File: config.mk
export PLATFORM = sky130hd
export DESIGN_NAME = pipe_skid_stage_flat
export DESIGN_NICKNAME = d
export VERILOG_FILES = /design/src/rtl/pipe_skid_stage_if.sv /design/src/rtl/pipe_skid_stage.sv /design/src/flat_wrapper.sv
export SDC_FILE = /design/constraint.sdc
export NUM_CORES = 1
export LEC_CHECK = 0
export CAP_MARGIN = 15
export CORE_UTILIZATION = 35
export DETAILED_ROUTE_END_ITERATION = 10
export GPL_ROUTABILITY_DRIVEN = 0
export PLACE_DENSITY = 0.67
export SYNTH_ARGS = -nofsm -noshare
export SYNTH_HDL_FRONTEND = slang
export SYNTH_SLANG_ARGS = --single-unit
File: constraint.sdc
create_clock -name clk -period 1.6 [get_ports clk]
set_input_delay 0.24 -clock clk [delete_from_list [all_inputs] [get_ports clk]]
set_output_delay 0.24 -clock clk [all_outputs]
set_load 0.005 [all_outputs]
File: src/rtl/pipe_skid_stage_if.sv
// Handshake bundle for pipe_skid_stage: upstream valid/ready/data, downstream
// valid/ready/data, squash request and occupancy report.
interface pipe_skid_stage_if #(
  parameter int unsigned WIDTH = 160
);
  logic             in_valid;
  logic             in_ready;
  logic [WIDTH-1:0] in_data;
  logic             out_valid;
  logic             out_ready;
  logic [WIDTH-1:0] out_data;
  logic             flush;
  logic [1:0]       occ;

  // Producer/consumer side (drives inputs, observes the stage)
  modport master (
    output in_valid, in_data, out_ready, flush,
    input  in_ready, out_valid, out_data, occ
  );

  // The stage itself
  modport slave (
    input  in_valid, in_data, out_ready, flush,
    output in_ready, out_valid, out_data, occ
  );
endinterface

File: src/rtl/pipe_skid_stage.sv
// Two-entry skid buffer pipeline stage (HEAD + SKID) with registered in_ready,
// registered out_data, BUBBLE fill on empty entries and selectable flush depth.
module pipe_skid_stage #(
  parameter int unsigned      WIDTH           = 160,
  parameter logic [WIDTH-1:0] BUBBLE          = {WIDTH{1'b0}},
  parameter bit               FLUSH_KEEP_SKID = 1'b0
) (
  input  logic               clk,
  input  logic               reset,
  pipe_skid_stage_if.slave   bus
);

  // Encodings equal the entry count so occ is the state register itself
  typedef enum logic [1:0] {
    EMPTY = 2'd0,
    HALF  = 2'd1,
    FULL  = 2'd2
  } state_t;

  state_t           state, state_n;
  logic [WIDTH-1:0] head, head_n;
  logic [WIDTH-1:0] skid, skid_n;
  logic             rdy;
  logic             out_valid;
  logic             in_xfer;
  logic             out_xfer;

  assign out_valid     = (state != EMPTY);
  assign in_xfer       = bus.in_valid & rdy;
  assign out_xfer      = out_valid & bus.out_ready;

  assign bus.in_ready  = rdy;
  assign bus.out_valid = out_valid;
  assign bus.out_data  = head;
  assign bus.occ       = state;

  always_ff @(posedge clk or negedge reset) begin
    if (!reset) begin
      state <= EMPTY;
      head  <= BUBBLE;
      skid  <= BUBBLE;
      rdy   <= 1'b1;
    end else begin
      state <= state_n;
      head  <= head_n;
      skid  <= skid_n;
      rdy   <= (state_n != FULL);
    end
  end

  always_comb begin
    state_n = state;
    head_n  = head;
    skid_n  = skid;
    if (bus.flush) begin
      // Flush wins over any transfer; only a FULL stage keeps something when
      // the skid entry is preserved.
      if (FLUSH_KEEP_SKID && (state == FULL)) begin
        state_n = HALF;
        head_n  = skid;
        skid_n  = BUBBLE;
      end else begin
        state_n = EMPTY;
        head_n  = BUBBLE;
        skid_n  = BUBBLE;
      end
    end else begin
      unique case (state)
        EMPTY: begin
          if (in_xfer) begin
            state_n = HALF;
            head_n  = bus.in_data;
          end
        end
        HALF: begin
          if (in_xfer && out_xfer) begin
            head_n = bus.in_data;
          end else if (in_xfer) begin
            state_n = FULL;
            skid_n  = bus.in_data;
          end else if (out_xfer) begin
            state_n = EMPTY;
            head_n  = BUBBLE;
          end
        end
        FULL: begin
          if (out_xfer) begin
            state_n = HALF;
            head_n  = skid;
            skid_n  = BUBBLE;
          end
        end
        default: begin
          state_n = EMPTY;
          head_n  = BUBBLE;
          skid_n  = BUBBLE;
        end
      endcase
    end
  end

endmodule

File: src/flat_wrapper.sv
// flat-port wrapper written by rule: the top's interface ports become plain ports
module pipe_skid_stage_flat 
#(
  parameter int unsigned      WIDTH           = 160,
  parameter logic [WIDTH-1:0] BUBBLE          = {WIDTH{1'b0}},
  parameter bit               FLUSH_KEEP_SKID = 1'b0
)
  (clk, reset, bus_in_valid, bus_in_data, bus_out_ready, bus_flush, bus_in_ready, bus_out_valid, bus_out_data, bus_occ);
  pipe_skid_stage_if #(.WIDTH(WIDTH)) bus_i ();
  input  logic clk;
  input  logic reset;
  input wire logic [$bits(bus_i.in_valid)-1:0] bus_in_valid;
  input wire logic [$bits(bus_i.in_data)-1:0] bus_in_data;
  input wire logic [$bits(bus_i.out_ready)-1:0] bus_out_ready;
  input wire logic [$bits(bus_i.flush)-1:0] bus_flush;
  output wire logic [$bits(bus_i.in_ready)-1:0] bus_in_ready;
  output wire logic [$bits(bus_i.out_valid)-1:0] bus_out_valid;
  output wire logic [$bits(bus_i.out_data)-1:0] bus_out_data;
  output wire logic [$bits(bus_i.occ)-1:0] bus_occ;
  assign bus_i.in_valid = bus_in_valid;
  assign bus_i.in_data = bus_in_data;
  assign bus_i.out_ready = bus_out_ready;
  assign bus_i.flush = bus_flush;
  assign bus_in_ready = bus_i.in_ready;
  assign bus_out_valid = bus_i.out_valid;
  assign bus_out_data = bus_i.out_data;
  assign bus_occ = bus_i.occ;
  pipe_skid_stage #(.WIDTH(WIDTH), .BUBBLE(BUBBLE), .FLUSH_KEEP_SKID(FLUSH_KEEP_SKID)) u_core (.clk(clk), .reset(reset), .bus(bus_i));
endmodule
* After elaboration in Yosys (flattened, before gate mapping) *
Cells that the tools add are included.

word-level totals
  flip-flop bits (word level) = 323
  logic and storage cells = 38

operators by class
  muxes and demuxes = 17
  eq/ne operators = 10
  bitwise operators = 2
  reductions and logical operators = 5

operators by type and width
  cell                  count
  $mux W160             8
  $pmux W160 S3         2
  $mux W2               6
  $ne A3 B2 Y1 const B  3
  $reduce_and A4 Y1     2
  $pmux W2 S3           1
  $ne A2 B2 Y1 const B  2
  $ne A4 B2 Y1 const B  1
  $ne A4 B4 Y1 const B  1
  $ne A3 B3 Y1 const B  1
  $and A1 B1 Y1         2
  $eq A2 B1 Y1 const B  1
  $eq A2 B2 Y1 const B  1
  $logic_not A2 Y1      1
  $reduce_bool A2 Y1    1
  $logic_and A1 B1 Y1   1

* Depth between registers and ports, before layout *
Gate-level depths: netlist of the first run.

  depth after elaboration = 8
  gate-level depth with buffers = 8

* Least setup slack after synthesis of the first run *
No wires, ideal clock.

  path kind = flip-flop to flip-flop
  start point = register u_core.state[0], in the netlist u_core.bus.occ[0]
  end point = register u_core.head[89], in the netlist u_core.bus.out_data[89]
  cell stages (with the launch flop) = 9
  period minus slack after synthesis = 1.608 ns
  library setup time = 0.121 ns
  path slack = -0.008 ns
  arrival = 1.487 ns
  required time = 1.479 ns
  cell sequence = dfrtp_1 -> buf_2 -> a21oi_1 -> o21ai_1 -> and3b_1 -> buf_2 -> buf_4 -> buf_2 -> a22o_1

between the ends
  word-level cells in the longest chain between the ends = 6
  elaborated cells between the ends (all ways) = 14

RTL lines
  what                    RTL line               RTL
  start, declared         pipe_skid_stage.sv:20  state_t state, state_n;
  start signal, assigned  pipe_skid_stage.sv:44  state <= state_n;
  $reduce_bool A2 Y1      pipe_skid_stage.sv:28  assign out_valid = (state != EMPTY);
  $and A1 B1 Y1           pipe_skid_stage.sv:30  assign out_xfer = out_valid & bus.out_ready;
  $logic_and A1 B1 Y1     pipe_skid_stage.sv:76  if (in_xfer && out_xfer) begin
  $mux W160               pipe_skid_stage.sv:76
  $pmux W160 S3           pipe_skid_stage.sv:68  unique case (state)
  $mux W160               pipe_skid_stage.sv:55  if (bus.flush) begin
  end signal, assigned    pipe_skid_stage.sv:45  head <= head_n;
  end, declared           pipe_skid_stage.sv:21  logic [WIDTH-1:0] head, head_n;

Several ways; a longest one is shown, not always the timed one.
A chain may end at the register's enable or synchronous reset.

* Final worst setup path of the first run *
  start point = register u_core.state[1], in the netlist u_core.bus.occ[1]
  end point = register u_core.head[87], in the netlist u_core.bus.out_data[87]

Same word-level chain as after synthesis.

==> results.md, run 1 <==
Outcome:
- The flow ran to the end, but the final reports show violations.
- The checks that failed: DRC, setup timing.

STA:
- The setup TNS is -74.31 ns.
- The period utilization is 1.18.
- The final count of pins violating max slew is 0.
- For this run, the top clock speed supported by timing is 529 MHz.
- Subtracting the final worst setup slack from the clock period gives 1.89 ns.
- Setup repair after global routing could not meet its margin everywhere.
- Setup violations remaining at the end of the flow were counted as 437.
- The number of hold-slack violations in the final timing report is 0.
- Across the routed clock network, the largest skew measured is 0.0158 ns.
- The actual slew at the worst max-slew pin is 0.519 ns.
- The worst max-slew margin expressed relative to the limit is 0.654.
- After layout, the worst setup slack is -0.290 ns.

Clock network:
- The insertion delay to the later sink of the worst-skew pair is 0.56 ns.
- The maximum clock insertion buffer count is 3.
- The clock sink total is 323.
- The TritonCTS buffer count is 38.
- CTS built an H-tree with a depth of 2.
- The root buffer selected by CTS is sky130_fd_sc_hd__clkbuf_16.
- The clock edge transition at the registers on the reported setup and hold paths is 0.06 ns.
- TritonCTS built the clock tree.

Global route:
- The first global-routing pass estimated 79100 um of wire.
- After global routing the overflow that remains totals 0.
- Across every metal layer, demand over resource in global routing totals 0.214.
- The number of antenna violations at the first check in global routing came to 3.
- The via count of the first global-routing pass is 13700.
- Entering global routing, the biggest net connects 87 pins.

Yosys:
- After synthesis, the netlist uses 29 different library cells.
- The post-synthesis cell count is 1628.
- The biggest area consumer among synthesized cells is sky130_fd_sc_hd__dfrtp_1.
- After synthesis, the cell types taking the most area are sky130_fd_sc_hd__dfrtp_1, sky130_fd_sc_hd__mux2i_1, sky130_fd_sc_hd__a22o_1.
- Of the total synthesized cell area, the portion taken by XOR and XNOR cells is 0.
- The proportion of synthesized area in mux cells is 0.101.
- The compound-cell area share of the yosys netlist came to 0.191.
- The net count after synthesis is 1793.
- The share of synthesized area in the top cell type comes to 0.503.
- A synthesized cell averages 9.84 um2.
- After synthesis, the largest family of logic cells by area is compound AO/OA/AOI/OAI gates.
- Of the total synthesized cell area, the portion taken by AND, OR, NAND and NOR gates is 0.155.
- For this run, the number of Yosys warnings is 0.
- The post-synthesis cell area is 0.0160 mm2.
- The total of flip-flops plus latches after synthesis is 323.
- The adder-cell share of the synthesized area is 0.
- For this run, the register share of the synthesized area comes to 0.505.

Floorplan:
- The core footprint is 0.0453 mm2.
- The number of placement rows is 78.
- The number of primary I/O pins is 329.
- Measured along the x axis, the die boundary spans 216 um.
- The height of the die is 216 um.
- The initial utilization of the core area, before any placement, comes to 0.354.
- The die covers 0.0466 mm2.

Worst setup path:
- The endpoint of the worst register-to-register path is u_core.bus.out_data[87].
- The worst setup path is of the reg -> reg kind.
- STA classifies the critical path startpoint as a flop.
- For the worst setup path, the data required time is 2.08 ns.
- STA classifies the critical path endpoint as a flop.
- The arrival time at the worst endpoint is 2.37 ns.
- Of all nets on the critical path, the largest fanout is 11.
- The worst register-to-register path begins at u_core.bus.occ[1].
- The setup check on the worst reg-to-reg path leaves a slack of -0.29 ns.
- The critical path starts at u_core.bus.occ[1].
- The worst register-to-register path has a depth of 7.

Power:
- The total leakage power is 10.7 nW.
- The total power consumption of the routed design is 23.9 mW.
- The worst IR drop on VDD is 0.000547 V.
- The power density over cell area is 915 mW/mm2.

Layout:
- The final net count is 2242.
- The area growth from synthesis to layout is 63.0%.
- Leaving out filler cells and counting taps, the final layout contains 2705.
- The proportion of layout cells with a drive suffix above 1 is 0.253.

Placed design:
- The detailed placement HPWL is 31600 um.
- The pre-CTS setup slack is -0.441 ns.
- The number of placed instances, taps included is 2489.
- The number of port buffers is 328.

Route:
- In the final routed layout, each cell accounts on average for 23.9 um.
- Before antenna repair, the detailed router went through 8 iterations.
- For this run, design rule violations remaining after detail routing come to 1.
- For this block, the initial DRC count from the detailed router was 1478.
- Summed over all layers, the routed wires come to 64600 um.
- Detailed routing inserted a total of 15500 vias.
- The detail-routed via count per cell is 5.73.
- The number of routed nets with antenna violations is 0.

Worst hold path:
- The worst hold path terminates at u_core.skid[1].
- The type of the tightest min-delay check is in -> reg.
- Along the worst hold path, the cell count comes to 3.
- The hold path startpoint is bus_flush.

Job:
- The max-capacitance violation count is 0.
placed cells by master, fill, tap and decap left out, drive strengths merged, types with 2 or more instances in the layout:
cell type        n
nand3          160
nor2             2
diode            2
dfrtp          322
dlygate4sd2     46
a21oi            3
bufinv           5
nand2          162
o21ai          322
inv              3
clkbuf         124
mux2i          161
bufbuf           2
clkdlybuf4s50  276
a22o           160
buf            176
nand2b         161
clkinv           6
kinds of logic after synthesis:
logic type	Yosys count
compound gates	487
buf+inv	164
flops	323
mux	162
simple gates	492
layer usage:
| metal | GRT usage | wire length [um] | part of all wire | up-vias |
|---|---|---|---|---|
| met1 | 0.294 | 27200 | 0.42 | 7865 |
| met2 | 0.338 | 30700 | 0.47 | 775 |
| li1 | - | - | - | 6731 |
| met3 | 0.0403 | 4750 | 0.074 | 134 |
| met4 | 0.0754 | 1920 | 0.030 | 2 |
| met5 | 0 | 11 | 0.00017 | - |
cell usage after synthesis:
library cell,number
sky130_fd_sc_hd__dfrtp_1,322
sky130_fd_sc_hd__o21ai_0,229
sky130_fd_sc_hd__nand2_1,162
sky130_fd_sc_hd__mux2i_1,161
sky130_fd_sc_hd__nand2b_1,161
sky130_fd_sc_hd__a22o_1,160
sky130_fd_sc_hd__nand3_1,160
sky130_fd_sc_hd__o21ai_1,93
sky130_fd_sc_hd__buf_2,72
sky130_fd_sc_hd__clkbuf_1,67
sky130_fd_sc_hd__buf_4,13
sky130_fd_sc_hd__buf_1,5
sky130_fd_sc_hd__clkbuf_4,3
sky130_fd_sc_hd__inv_1,3
sky130_fd_sc_hd__a21oi_2,2
sky130_fd_sc_hd__nor2_1,2
sky130_fd_sc_hd__a211o_1,1
sky130_fd_sc_hd__a21oi_1,1
sky130_fd_sc_hd__and3b_1,1
sky130_fd_sc_hd__and4b_1,1
sky130_fd_sc_hd__clkbuf_2,1
sky130_fd_sc_hd__dfstp_2,1
sky130_fd_sc_hd__mux2_2,1
sky130_fd_sc_hd__nand3b_1,1
sky130_fd_sc_hd__nand4_1,1
sky130_fd_sc_hd__nor2b_1,1
sky130_fd_sc_hd__nor3b_4,1
sky130_fd_sc_hd__o22a_1,1
sky130_fd_sc_hd__or2_2,1
worst max-delay path by stage:
stage                               end  slack, ns  depth (start not counted)
2_1_floorplan  u_core.bus.out_data[106]      0.005                          6
3_3_place_gp    u_core.bus.out_data[28]      -0.39                          6
3_5_place_dp    u_core.bus.out_data[26]      -0.44                          6
4_1_cts                   bus_out_valid      -0.23                          3
5_1_grt         u_core.bus.out_data[53]      -0.36                          8
6_report        u_core.bus.out_data[87]      -0.29                          7
power breakdown:
part / internal [mW] / switching (mW)
Clock: 5.69 / 3.55
Sequential: 8.64 / 0.331
Combinational: 3.01 / 2.66
critical path, stage by stage, from the launching register on:
cell and delay, ns:
sky130_fd_sc_hd__dfrtp_4 0.49, sky130_fd_sc_hd__buf_6 0.14, sky130_fd_sc_hd__and4b_4 0.43, sky130_fd_sc_hd__buf_12 0.21, sky130_fd_sc_hd__clkbuf_16 0.19, sky130_fd_sc_hd__nand2_1 0.05, sky130_fd_sc_hd__o21ai_0 0.10, sky130_fd_sc_hd__a22o_1 0.17
metrics by stage:
step,area (um2),utilization,hold slack (ns)
floorplan,16000,-,-0.0556
global placement,20600,0.455,0.134
global route,26100,0.576,0.155
finish,26100,0.576,0.148
detailed placement,20600,0.455,0.134
CTS,22500,0.497,0.130
timing repair:
| action | CTS | global route |
|---|---|---|
| hold buffers | 1 | 0 |
| hold endpoints to repair | 258 | 0 |
| buffers inserted | 27 | 27 |
| resized for setup | 122 | 412 |
| setup endpoints to repair | 463 | 437 |
| pin swaps | 8 | 146 |
| gates cloned | 10 | 86 |
sequential cells by signal, indices dropped and copies added (netlist names):
name and count:
u_core.skid 160, u_core.bus.out_data 160, u_core.bus.in_ready 1, u_core.bus.occ 2
cell type report:
| type | count | area (um2) |
|---|---|---|
| Fill cell | 3664 | 19200 |
| Multi-Input combinational cell | 1141 | 8340 |
| Sequential cell | 323 | 8090 |
| Timing Repair Buffer | 570 | 7600 |
| Clock buffer | 55 | 1130 |
| Tap cell | 600 | 751 |
| Clock inverter | 11 | 180 |
| Inverter | 3 | 11.3 |
| Antenna cell | 2 | 5.00 |
Power figures use the tool's default switching activity.
==> inputs of run 2 (changes only) <==
Settings changed: CORE_MARGIN from default to 1.5.
==> results.md, run 2 (synthesis gave the netlist of run 1 again) <==
Layout:
- The library cell used most frequently in the layout, excluding fill and tap cells, is sky130_fd_sc_hd__dfrtp_1.
- With fillers left out, the area of the finished cells amounts to 0.0246 mm2.
- The final net count is 2176.
- The proportion of layout cells with a drive suffix above 1 is 0.201.
- Leaving out fill and tap cells, the most frequent cells in the layout are sky130_fd_sc_hd__dfrtp_1, sky130_fd_sc_hd__clkdlybuf4s50_1, sky130_fd_sc_hd__nand2b_1.
- The share of the core filled with cells is 0.544.
- The signed area change from the synthesized netlist to the final layout is 53.8%.
- The filler cell count is 3824.

Power:
- The total leakage power is 9.93 nW.
- The cell-internal power is 16.9 mW.
- The part of the total power dissipated in sequential elements is 0.388.
- The combinational power share is 0.218.
- Dividing total power by cell area gives a power density of 940 mW/mm2.
- The worst IR drop on VDD is 0.000595 V.
- The total net switching power is 6.27 mW.
- Summing internal, switching and leakage power gives 23.1 mW.
- Of the total power, the clock network draws 0.393.
- The switching portion of total power is 0.271.

Clock network:
- Clock-pin slew was measured on the worst setup and hold paths at 0.06 ns.
- The TritonCTS clock tree is yes.
- The clock passes through at most 3 buffers.
- The clock sink total is 323.
- The insertion delay to the later sink of the worst-skew pair is 0.55 ns.
- The TritonCTS buffer count is 38.
- The H-tree was split into 2 levels.
- The root buffer selected by CTS is sky130_fd_sc_hd__clkbuf_16.

Global route:
- The via count of the first global-routing pass is 14000.
- For this run, global-route usage on met2 was measured as 0.361.
- Summed over all layers, the global routing overflow is 0.
- The busiest layer in global routing is met2.
- For this run, the total global-route usage over all layers was measured as 0.222.
- In the global route stage, met3 resource usage came out at 0.0512.
- The maximum number of pins on one net before global-route repair is 83.
- The first global-routing pass estimated 81900 um of wire.
- The met1 demand-to-capacity share in global routing is 0.291.
- The number of antenna violations at the first check in global routing is 7.

Placed design:
- In this run the cell area measured after placement is 0.0204 mm2.
- The HPWL after detailed placement is 31100 um.
- The number of port buffers is 328.
- Timing analysis after detailed placement gives a worst setup slack of -0.486 ns.

Worst setup path:
- In this run the worst path has a maximum fanout of 24.
- The worst setup path is captured at a flop.
- The worst setup path is launched from a flop.
- The arrival time at the worst endpoint is 2.31 ns.
- The worst setup path category is reg -> reg.
- The required arrival time at the worst endpoint is 2.08 ns.

Floorplan:
- The die is 217 um wide.
- The die covers 0.0470 mm2.
- The number of placement rows is 78.
- The core region is 0.0453 mm2.
- For this design the top-level I/O count stands at 329.
- The height of the die is 217 um.
- The initial utilization of the core area, before any placement, comes to 0.354.

STA:
- The period utilization is 1.14.
- The number of hold-slack violations in the final timing report is 0.
- Setup violations remaining at the end of the flow were counted as 481.
- At the pin with the least slew margin, the transition time is 0.504 ns.
- Measured against its own limit, the worst slew margin works out to 0.664.
- The minimum period implied by the final worst setup slack is 1.83 ns.
- After layout, the worst setup slack is -0.231 ns.
- The largest clock skew in the final design is 0.0127 ns.
- The final count of pins violating max slew is 0.
- The top achievable clock speed is 546 MHz.
- The setup TNS is -64.83 ns.
- Setup repair after global routing could not meet its margin everywhere.

Outcome:
- The final reports fail on setup timing.
- The run finished, with violations left.

Route:
- Dividing the detail-routed wire length by the instance count gives 22.6 um.
- Summed over all layers, the routed wires come to 59600 um.
- After detailed routing, the number of vias per cell comes to 5.60.
- In the routed design, unresolved DRC markers number 0.
- The count of nets left with antenna violations once routing finished came out at 0.
- Summing over every cut layer, the via total after detailed routing is 14800.
- The pre-antenna-repair detailed-routing pass consisted of 5 iterations.
- After the first detailed-routing iteration, the DRC count stood at 1185.

Job:
- The max-capacitance violation count is 0.

Worst hold path:
- The tightest min-delay check is of the in -> async type.
## run 2: cell types whose count changed in the layout (fill, tap and decap cells not counted), sizes merged
cell,delta
diode,+2
clkinvlp,+3
bufbuf,+1
bufinv,-1
clkbuf,-40
clkinv,+1
buf,-27
dlygate4sd2,-43
clkdlybuf4s50,+43
## run 2: per-layer routing
metal  vias to the layer above  share of wire
met4                         6          0.023
met2                       622           0.48
met3                        96          0.072
li1                       6610              -
met1                      7461           0.42
met5                         -        0.00059
## run 2: final timing paths
path | to | cells after the start | start | slack (ns)
hold / removal | u_core.skid[148] | 2 | reset | 0.21
setup reg to reg | u_core.bus.out_data[60] | 7 | u_core.bus.occ[1] | -0.23
max in group asynchronous | u_core.skid[76] | 3 | reset | 0.66
setup / recovery | u_core.bus.out_data[60] | 7 | u_core.bus.occ[1] | -0.23
hold reg to reg | u_core.bus.out_data[5] | 1 | u_core.bus.out_data[5] | 0.50
min in group clk | u_core.skid[98] | 3 | bus_in_data[98] | 0.30
## run 2: area by class of cell
class / instances / area (um2) / area share
flip-flops and latches: 323 / 8090 / 0.329
inverters: 3 / 15.0 / 0.000610
diodes: 4 / 10.0 / 0.000407
clock inverters: 14 / 179 / 0.00727
repair buffers: 504 / 6450 / 0.262
well taps: 600 / 751 / 0.0305
clock buffers: 55 / 1130 / 0.0458
multi-input cells: 1141 / 8000 / 0.325
## run 2: stage by stage
stage / std cells / hold WS (ns)
after floorplan: 1628 / -0.0556
after CTS: 2595 / 0.224
after detailed placement: 2476 / 0.205
final: 2644 / 0.212
after global routing: 2644 / 0.224
after global placement: 2476 / 0.193
## run 2: what timing repair did
action,4_1_cts,5_1_grt
buffers inserted,31,11
cloned,19,41
pin swaps,40,24
resized for setup,143,250
hold buffers,1,0
endpoints found under the hold margin,43,0
endpoints found under the setup margin,481,482
## run 2: power by group through the flow
stage                     Sequential (mW)  Combinational (mW)  Clock, mW
after floorplan                      9.05                1.58          0
after global placement               9.12                3.79          0
after detailed placement             9.11                3.86          0
after CTS                            8.98                4.45       9.28
after global routing                 9.03                5.36       9.61
final                                8.99                5.06       9.10
## run 2: worst max-delay path, cell delays in order (launching register included)
cell and delay (ns):
sky130_fd_sc_hd__dfrtp_4 0.49, sky130_fd_sc_hd__buf_6 0.14, sky130_fd_sc_hd__and4b_4 0.40, sky130_fd_sc_hd__buf_12 0.19, sky130_fd_sc_hd__buf_16 0.19, sky130_fd_sc_hd__nand2_1 0.08, sky130_fd_sc_hd__o21ai_1 0.10, sky130_fd_sc_hd__a22o_1 0.15
==> inputs of run 3 (changes only) <==
Settings changed: CORE_UTILIZATION 35 to 47, PLACE_DENSITY 0.67 to 0.84.
==> results.md, run 3 (synthesis gave the netlist of run 1 again) <==
Floorplan:
- The number of placement rows is 67.
- For this design the top-level I/O count stands at 329.
- For this configuration, the core starts out at a cell density of 0.478.
- From bottom edge to top edge, the die measures 188 um.
- The area enclosed by the die boundary is 0.0352 mm2.
- The width of the die is 188 um.
- The region available for standard cell placement spans 0.0335 mm2.

Layout:
- In the final design database the tool counted 2183 nets.
- Fill cells in the final layout number 2108.
- Across the whole layout, storage elements account for 0.00809 mm2.
- The most common library cell in the layout ignoring fill and taps is sky130_fd_sc_hd__dfrtp_1.
- The number of non-filler instances in the completed layout is 2495.
- The top cell types in the final layout, fill and taps aside, are sky130_fd_sc_hd__dfrtp_1, sky130_fd_sc_hd__clkdlybuf4s50_1, sky130_fd_sc_hd__nand2b_1.
- Measured on the finished design, the core utilization comes to 0.720.
- In the final layout, the share of cells above drive strength 1 is 0.190.
- The signed area change from the synthesized netlist to the final layout is 50.9%.
- Summing all multi-input logic gate instances after layout gives 0.00779 mm2.

STA:
- Setup repair after global routing could not meet its margin everywhere.
- The final count of pins violating max slew was 0.
- Counting I/O delays and the setup requirement, the final critical path takes 1.99 ns.
- Based on the critical path, the design can be clocked at up to 503 MHz.
- Across all setup checks in the final design, the least slack found is -0.389 ns.
- Setup violations remaining at the end of the flow were counted as 462.
- For the pin with the worst max-slew slack, the measured transition is 0.591 ns.
- Of the available clock period, the critical path in the final layout requires 1.24.
- The worst max-slew margin expressed relative to the limit is 0.606.
- The largest clock skew in the final design is 0.0176 ns.
- The number of hold-slack violations in the final timing report was 0.
- For the final routed database, the setup TNS stands at -60.18 ns.

Placed design:
- After detailed placement, the design holds a cell count of 2350.
- The pre-CTS setup slack is -0.417 ns.
- The detailed placement HPWL is 31200 um.
- The number of port buffers is 328.

Worst setup path:
- Across all register-to-register paths, the minimum setup slack is -0.39 ns.
- The endpoint identified for the worst register-to-register timing path is u_core.bus.out_data[55].
- The depth of the worst register-to-register path is 7.
- The arrival time at the worst endpoint is 2.41 ns.
- Data on the critical path is required at its endpoint by 2.02 ns.
- Tracing the worst setup path back leads to its startpoint at u_core.bus.occ[1].
- The maximum fanout along the worst path is 10.
- The startpoint kind of the worst setup timing path is a flop.
- The setup path with the least slack is of type reg -> reg.
- The startpoint of the most critical register-to-register path is u_core.bus.occ[1].
- The type of destination of the critical path is a flop.

Route:
- Dividing the detail-routed via count by the number of cells gives 6.25.
- The sum of routed wire length over all layers is 59000 um.
- The mean routed wirelength per cell is 23.6 um.
- The first routing iteration left 1541 violations.
- The first-pass detailed-route iteration total is 5.
- The via count of the routed design is 15600.
- The number of routed nets with antenna violations is 0.
- In the routed design, unresolved DRC markers number 0.

Worst hold path:
- The type of the tightest min-delay check is in -> async.

Outcome:
- The flow ran to the end, but the final reports show violations.
- The final reports fail on setup timing.

Clock network:
- Clock-pin slew was measured on the worst setup and hold paths at 0.06 ns.
- The H-tree was split into 2 levels.
- The longest clock path from root to sink contains 3 buffers.
- The clock reaches the later pin of the worst-skew pair after 0.52 ns.
- The TritonCTS clock tree is yes.
- The clock net in this run drives a total of 323 sinks.
- The root buffer selected by CTS is sky130_fd_sc_hd__clkbuf_16.
- The TritonCTS buffer count is 36.

Global route:
- The number of antenna violations at the first check in global routing is 4.
- Entering global routing, the biggest net connects 134 pins.
- The via count of the first global-routing pass came to 14700.
- The wire length of the first global-routing pass is 79800 um.
- For this run the aggregate overflow at the end of global routing stands at 0.
- For this run, the total global-route usage over all layers was measured as 0.281.

Power:
- The analysis attributes to net switching a power of 6.08 mW.
- The switching portion of total power is 0.267.
- Total power for the finished layout comes to 22.8 mW.
- The total leakage power is 9.82 nW.
- The part of the total power dissipated in sequential elements is 0.395.
- The power density over cell area is 944 mW/mm2.
- The worst IR drop on VDD is 0.000827 V.
- Of the total power, combinational logic draws 0.219.
- The internal portion of the total power is 16.7 mW.
- The power share of the clock group is 0.386.

Job:
- The max-capacitance violation count is 0.
[run 3: cell types whose count changed in the layout (fill, tap and decap cells not counted), moves of 4 or more]
cell,previous run,this run
sky130_fd_sc_hd__buf_6,27,32
sky130_fd_sc_hd__nand3_2,63,56
sky130_fd_sc_hd__buf_12,39,50
sky130_fd_sc_hd__nand2_1,140,150
sky130_fd_sc_hd__o21ai_1,121,126
sky130_fd_sc_hd__nand3_1,87,97
sky130_fd_sc_hd__nand2_4,12,0
sky130_fd_sc_hd__o21ai_0,140,144
sky130_fd_sc_hd__clkbuf_1,9,5
sky130_fd_sc_hd__o21ai_2,60,52
sky130_fd_sc_hd__buf_16,29,15
sky130_fd_sc_hd__clkbuf_8,5,12
[run 3: cell type report]
| cell class | instances | area share |
|---|---|---|
| antenna | 3 | 0.000311 |
| clock buffer | 54 | 0.0459 |
| clock inverter | 10 | 0.00632 |
| inverter | 3 | 0.000466 |
| multi-input combinational | 1141 | 0.322 |
| sequential | 323 | 0.335 |
| tap | 448 | 0.0232 |
| timing repair buffer | 513 | 0.266 |
[run 3: how the worst max path moves through the flow]
stage | to | slack, ns | depth (start not counted)
floorplan | u_core.bus.out_data[106] | 0.005 | 6
global placement | u_core.bus.out_data[64] | -0.38 | 6
CTS | bus_out_valid | -0.17 | 3
detailed placement | u_core.bus.out_data[62] | -0.42 | 6
finish | u_core.bus.out_data[55] | -0.39 | 7
global route | u_core.bus.out_data[55] | -0.44 | 7
[run 3: power by group through the flow]
stage | Sequential, mW | Clock (mW) | Combinational (mW)
floorplan | 9.05 | 0 | 1.58
global placement | 9.11 | 0 | 3.78
detailed placement | 9.11 | 0 | 3.88
CTS | 8.98 | 8.85 | 4.25
global route | 9.03 | 9.20 | 5.24
finish | 9.01 | 8.81 | 4.99
[run 3: through the flow]
step                      hold WS (ns)  area, um2
final                            0.165      24200
after global placement          0.0921      20500
after CTS                        0.164      22500
after detailed placement        0.0950      20500
after floorplan                -0.0556      16000
after global routing             0.178      24200
[run 3: routing by layer]
metal	vias up	track usage	wire length, um
li1	6622	-	-
met5	-	0	0
met1	7717	0.360	21800
met2	1041	0.458	28700
met4	0	0.136	3180
met3	220	0.0554	5180
[run 3: repair_timing]
| action | in CTS | in global routing |
|---|---|---|
| hold endpoints to repair | 261 | 0 |
| setup buffers | 18 | 12 |
| endpoints found under the setup margin | 483 | 483 |
| gates cloned | 12 | 38 |
| resized for setup | 96 | 236 |
| hold buffers | 1 | 0 |
| pin swaps | 12 | 35 |
[run 3: critical path, cell delays in order, from the launching register on]
cell and delay [ns]:
sky130_fd_sc_hd__dfrtp_4 0.49, sky130_fd_sc_hd__buf_6 0.14, sky130_fd_sc_hd__and4b_4 0.42, sky130_fd_sc_hd__buf_12 0.19, sky130_fd_sc_hd__buf_8 0.14, sky130_fd_sc_hd__nand2_1 0.05
sky130_fd_sc_hd__o21ai_0 0.19, sky130_fd_sc_hd__a22o_1 0.28
